## src/rtl/gps_dump_buffer.sv

```systemverilog
// Record FIFO for tracking-channel dumps: each dump becomes a 4-word record
// that firmware drains one 32-bit word at a time, with sticky overflow and level irq.
module gps_dump_buffer #(
    parameter int DEPTH     = 8,
    parameter int IRQ_LEVEL = 1
) (
    input  logic        correlator_clk,
    input  logic        correlator_rst,
    input  logic        dump,
    input  logic [15:0] i_early,
    input  logic [15:0] q_early,
    input  logic [15:0] i_prompt,
    input  logic [15:0] q_prompt,
    input  logic [15:0] i_late,
    input  logic [15:0] q_late,
    input  logic [10:0] epoch,
    input  logic        flush,
    input  logic        clr_ovf,
    input  logic        rd_pop,
    output logic [31:0] rd_data,
    output logic [1:0]  rd_word,
    output logic [5:0]  level,
    output logic        empty,
    output logic        full,
    output logic        overflow,
    output logic        irq
);
    localparam int         PW       = (DEPTH > 1) ? $clog2(DEPTH) : 1;
    localparam logic [5:0] LVL_FULL = 6'(DEPTH);
    localparam logic [5:0] LVL_IRQ  = 6'(IRQ_LEVEL);

    logic [3:0][31:0] mem [DEPTH];
    logic [PW-1:0]    wr_ptr, rd_ptr;
    logic [4:0]       seq;
    logic             retire, accept, drop;

    assign empty  = (level == '0);
    assign full   = (level == LVL_FULL);
    assign irq    = (level >= LVL_IRQ);

    // A retire frees the head slot in the same edge, so a dump into a full buffer still lands.
    assign retire = rd_pop & ~empty & (rd_word == 2'd3);
    assign accept = dump & ~flush & (~full | retire);
    assign drop   = dump & ~flush & full & ~retire;

    assign rd_data = empty ? 32'h0 : mem[rd_ptr][rd_word];

    always_ff @(posedge correlator_clk) begin
        if (accept)
            mem[wr_ptr] <= {16'h0, seq, epoch,
                            i_late, q_late,
                            i_prompt, q_prompt,
                            i_early, q_early};
    end

    always_ff @(posedge correlator_clk) begin
        if (correlator_rst) begin
            wr_ptr   <= '0;
            rd_ptr   <= '0;
            level    <= '0;
            rd_word  <= '0;
            seq      <= '0;
            overflow <= 1'b0;
        end else begin
            if (flush) begin
                wr_ptr  <= '0;
                rd_ptr  <= '0;
                level   <= '0;
                rd_word <= '0;
                seq     <= '0;
            end else begin
                // rd_word wraps 3->0 exactly when the head retires
                if (rd_pop && !empty) rd_word <= rd_word + 2'd1;
                if (retire)           rd_ptr  <= rd_ptr + PW'(1);
                if (accept)           wr_ptr  <= wr_ptr + PW'(1);
                case ({accept, retire})
                    2'b10:   level <= level + 6'd1;
                    2'b01:   level <= level - 6'd1;
                    default: level <= level;
                endcase
                if (dump) seq <= seq + 5'd1;
            end
            if (drop)         overflow <= 1'b1;
            else if (clr_ovf) overflow <= 1'b0;
        end
    end
endmodule

```

## config.mk

```make
export PLATFORM = sky130hd
export DESIGN_NAME = gps_dump_buffer
export DESIGN_NICKNAME = d
export VERILOG_FILES = /design/src/rtl/gps_dump_buffer.sv
export SDC_FILE = /design/constraint.sdc
export NUM_CORES = 1
export LEC_CHECK = 0
export ABC_AREA = 0
export ABC_CLOCK_PERIOD_IN_PS = 14430
export BUFFER_PORTS_ARGS = -buffer_cell sky130_fd_sc_hd__buf_2
export CAP_MARGIN = 20
export CORE_ASPECT_RATIO = 1.1
export CORE_MARGIN = 10
export CORE_UTILIZATION = 50
export CTS_BUF_LIST = sky130_fd_sc_hd__clkbuf_4
export CTS_CLUSTER_SIZE = 24
export DETAILED_ROUTE_END_ITERATION = 6
export MAX_ROUTING_LAYER = met4
export PLACE_DENSITY = 0.67
export SLEW_MARGIN = 20
export SYNTH_ARGS = -nofsm -noshare
export SYNTH_HDL_FRONTEND = slang
export SYNTH_SLANG_ARGS = --single-unit
export TNS_END_PERCENT = 30
```

## constraint.sdc

```tcl
create_clock -name correlator_clk -period 14.43 [get_ports correlator_clk]
set_clock_uncertainty 0.2 [all_clocks]
set_input_delay 0.7215 -clock correlator_clk [delete_from_list [all_inputs] [get_ports correlator_clk]]
set_output_delay 0.7215 -clock correlator_clk [all_outputs]
set_load 0.05 [all_outputs]
```

== Word-level counts from Yosys, hierarchy flattened ==
Memories as Yosys holds them, arrays and structs flattened. A register that Yosys moved wholly into a read port is not among the register bits.
Index checks and enable logic that the tools add are counted.
Operators by class
  muxes and demuxes: 10
  multipliers: 0
  bitwise operators: 11
  $add $sub $neg: 6
  $lt $le $gt $ge: 2
  reductions and logical operators: 6
  shift operators: 0
  equal/unequal tests: 4
  divide/modulo/power cells: 0
Operator list (count)
  $bmux W32 S2: 1
  $mux W32: 2
  $pmux W6 S2: 1
  $add A3 B1 Y3 const B: 2
  $add A6 B1 Y6 const B: 1
  $and A1 B1 Y1: 6
  $eq A6 B4 Y1 const B: 1
  $ge A6 B1 Y1 const B: 1
  $logic_not A6 Y1: 1
  $mux W3: 2
  $sub A6 B1 Y6 const B: 1
  $add A5 B1 Y5 const B: 1
  $eq A2 B2 Y1 const B: 2
  $mux W1: 4
  $not A1 Y1: 4
  $reduce_bool A2 Y1: 2
  $lt A2 B3 Y1 const B: 1
  $add A2 B1 Y2 const B: 1
  $eq A2 B1 Y1 const B: 1
  $reduce_or A2 Y1: 1
  $logic_and A1 B1 Y1: 1
  $logic_not A1 Y1: 1
  $or A1 B1 Y1: 1
Storage, ports and cells
  output and inout bits: 44
  bits in registers: 20
  word-level logic and storage cells: 46
  memory bits (writable): 896
  memories kept: 1
  input port bits: 113
  memory bits (read-only): 0
  bits in latches: 0
Memories
  mem: depth 8, width 112, read ports 1, clocked after Yosys merged registers in 1, write ports 1, RTL line 32  | logic [3:0][31:0] mem [DEPTH];

== Depth between registers and ports, before layout ==
  depth in word-level cells: 8
  mapped depth: 10
  mapped depth without buffers: 7

== Least setup slack after synthesis ==
Ideal clock, no wire load.
  path type: register -> register
  start point: register level[0]
  end point: memory mem[0][0] in the netlist's numbering (enable)
  arrival: 12.224 ns
  path buffers: 0
  data required time: 13.372 ns
  period minus slack after synthesis: 13.282 ns
  path slack: 1.148 ns
  library setup time: 0.858 ns
  cell stages (with the launch flop): 7
  cell sequence: dfxtp_1 -> inv_1 -> ha_1 -> or4b_4 -> nor2_2 -> a21o_1 -> nor4_1
Between the ends
  elaborated cells between the ends (all ways): 10
  those cells by class: eq/ne: 1; mux: 2; bitwise: 6; reduce/logical: 1
RTL lines
  from (decl): RTL line 22  | output logic [5:0] level,
  from (signal assigned): RTL line 77  | 2'b10: level <= level + 6'd1;
  from (signal assigned): RTL line 78  | 2'b01: level <= level - 6'd1;
  from (signal assigned): RTL line 79  | default: level <= level;
  $eq A6 B4 Y1: RTL line 38  | assign full = (level == LVL_FULL);
  net full: RTL line 24  | output logic full,
  $not A1 Y1: RTL line 43  | assign accept = dump & ~flush & (~full | retire);
  $or A1 B1 Y1: RTL line 43
  $and A1 B1 Y1: RTL line 43
  $mux W1: RTL line 49  | if (accept)
  $mux W1 (implied by the code): RTL line 50  | mem[wr_ptr] <= {16'h0, seq, epoch,
  to (decl): RTL line 32
The timed path passes the listed nets, and every way through them passes these cells.

==> reports/results.tsv <==
stage	metric	value	unit
run_status	outcome	finished, violations left	
run_status	failing checks	DRC	
setup_path	Worst EP required	13510	ps
final_layout	Nets	2186	
sta	RSZ-0062 raised after global routing	no	
synth	Ys Warns	0	
clock_tree	post-CTS sizing	0	
synth	number of flops mapped to enable cells by yosys	896	
die	Rows	102	
sta	Final setup viols	0	
sta	Rel. slew slack	28.70	%
clock_tree	CTS Buf Count	223	
clock_tree	Root Driver	clkbuf_4	
setup_path	kind of critical path	reg -> out	
synth	Synth area leader	edfxtp_1	
routing	vias per cell	5.667	
routing	routed length per instance	24.72	um
die	Ports	157	
sta	max-slew violations	0	
synth	post-synthesis cell type count	58	
hold_path	Worst Hold Class	reg -> reg	
clock_tree	post-CTS setup buffer count	0	
global_route	first-pass GRT wire length	119.2	mm
hold_path	hold path startpoint	rd_ptr[1]$_SDFFE_PP0N_	
placed_design	GPL Wtd Cong	0.7642	
run	Max Cap Viol	0	
sta	min Tclk post-route	6250	ps
synth	cells after synthesis	1638	
power	Leakage	13.30	nW
clock_tree	H-tree levels	4	
synth	mean area per synthesized cell	21.82	um^2
final_layout	utilization after layout	58.63	%
routing	DR iter-0 viols	1708	
final_layout	Syn-to-layout area delta	15.77	%
routing	Routed Antenna Nets	0	
routing	drt total wl	79.00	mm
setup_path	crit start category	register	
die	Die Ht	300.4	um
power	worst vdd ir	65.93	uV
placed_design	IO Port Bufs	156	
placed_design	DP Wirelength	41.93	mm
synth	most frequent cell after synthesis	edfxtp_1	
die	Die Width	274.9	um
global_route	vias in the first global route	19260	
die	initial core utilization	50.64	%
clock_tree	clk sink count	919	
sta	Max Freq	160.0	MHz
global_route	initial antenna violation count	15	
global_route	Total GRT Usage	20.01	%
global_route	remaining global-route overflow	0	
clock_tree	clock transition at the registers of the reported paths	70	ps
synth	synthesized flop and latch total	919	
global_route	largest net degree at the start of global routing	122	
sta	Slew @ Worst Pin	1070	ps
sta	Setup TNS	0	ps
placed_design	number of cells in the design after placement	2664	
die	die area	0.08259	mm^2
synth	FFs w/ async S/R, synth	0	%
synth	Synth top area share	75.28	%
final_layout	fin cells	3196	
setup_path	Worst EP arrival	5330	ps
routing	DRC	13	
routing	first drt pass iteration count	7	
setup_path	crit-path max FO	121	
die	placeable core area	0.07058	mm^2
routing	overall via count from detail_route	18110	
synth	Synth top cells by count	edfxtp_1 (896), mux4_2 (140), mux2i_1 (106)	
clock_tree	Skew-Pair Late Insertion Delay	1040	ps
final_layout	layout cells sized above 1	32.26	%
setup_path	Worst setup EP type	output port	
setup_path	worst r2r src	level[0]$_SDFFE_PP0P_	
synth	Post-Syn Area	0.03574	mm^2
power	pwr dens	126.5	mW/mm^2
clock_tree	CTS tree	done	
synth	Seq/Total Area, Yosys	76.57	%
synth	commonest register cell after synthesis	edfxtp_1	
clock_tree	clock buffer depth	3	
synth	Mapped Nets	1759	
sta	final hold violations	0	
synth	Synth area leaders	edfxtp_1 (75%), mux4_2 (8.8%), mux4_1 (3.1%)	
sta	period utilization	43.31	%
==> cell usage in the layout, fill, tap and decap left out, types with 5 or more instances in the layout <==
cell type and n:
buf_12 6, nor2_1 19, dfxtp_1 20, diode_2 16, clkinv_2 9, edfxtp_1 896
dlygate4sd3_1 112, ha_1 8, a22oi_1 71, nor2_4 6, nand3_1 25, bufinv_16 5
a22o_1 10, mux4_2 140, inv_1 11, buf_2 156, a21oi_1 9, o22ai_1 9
mux2_2 16, clkbuf_4 334, mux2i_1 106, nand2_1 37, a211oi_1 9, clkinv_1 46
mux4_1 42, nor2b_1 14, a31oi_1 27, buf_4 18, nor3_2 5, xor2_1 7
==> sequential cells by signal (all words and copies together), names as in the netlist, named ones only <==
register	flops
mem	896
rd_ptr	3
overflow	1
wr_ptr	3
seq	5
rd_word	2
level	6
==> metrics by stage <==
stage                     power (W)  cell area [um^2]  worst slack (ps)  hold slack, ps
final                      0.005233             41380              8180           289.2
after detailed placement   0.003116             37270              9174           276.4
after global placement     0.003110             37270              9113           252.3
after global routing       0.005450             41370              7713           202.7
after floorplan            0.003059             35740              1148           254.1
after CTS                  0.005292             41340              7962           162.4
==> kinds of logic after synthesis <==
kind of cell / synth area share [%]
flops: 76.57
mux: 15.38
compound gates: 3.221
simple gates: 1.992
buf+inv: 2.286
xor+xnor: 0.2696
fa+ha+maj: 0.2801
==> metal layers <==
layer	track usage, %	routed length (um)	vias up
met4	5.545	1044	0
met3	5.765	6302	89
met1	25.48	32340	9359
li1	-	-	7975
met2	31.26	39310	688
met5	-	0	-
==> report_power, final <==
group | internal [W] | switching [W]
logic | 0.0000537 | 0.0000828
clock network | 0.00115 | 0.000999
registers | 0.00294 | 0.00000497
total | 0.00415 | 0.00109
==> critical path: stages, from the launching register on <==
cell,delay (ps)
dfxtp_4,740
buf_12,740
buf_12,680
mux4_1,400
mux2i_1,90
a22o_1,270
nor4_1,820
buf_2,410
==> path summary, 6_finish.rpt <==
kind | endpoint | slack, ps | cells past startpoint
worst max-delay path | rd_data[15] | 8180 | 7
worst min-delay path | register | 290 | 2
worst max register to register | mem[6][65]$_DFFE_PP_ | 9870 | 8
worst min register to register | register | 290 | 2
==> timing repair <==
item | CTS | global route
endpoints found under the hold margin | 877 | 0
setup endpoints to repair | 0 | 0
hold buffers | 112 | 0
==> layout make-up <==
type / count / area, um^2
multi-input cells: 618 / 7642
clock inverters: 70 / 441.7
diodes: 16 / 40.04
repair buffers: 292 / 2157
clock buffers: 334 / 2507
fillers: 5214 / 29200
flip-flops and latches: 919 / 27380
inverters: 11 / 41.29
well taps: 936 / 1171
No activity file was read; power rests on OpenSTA's default activity.
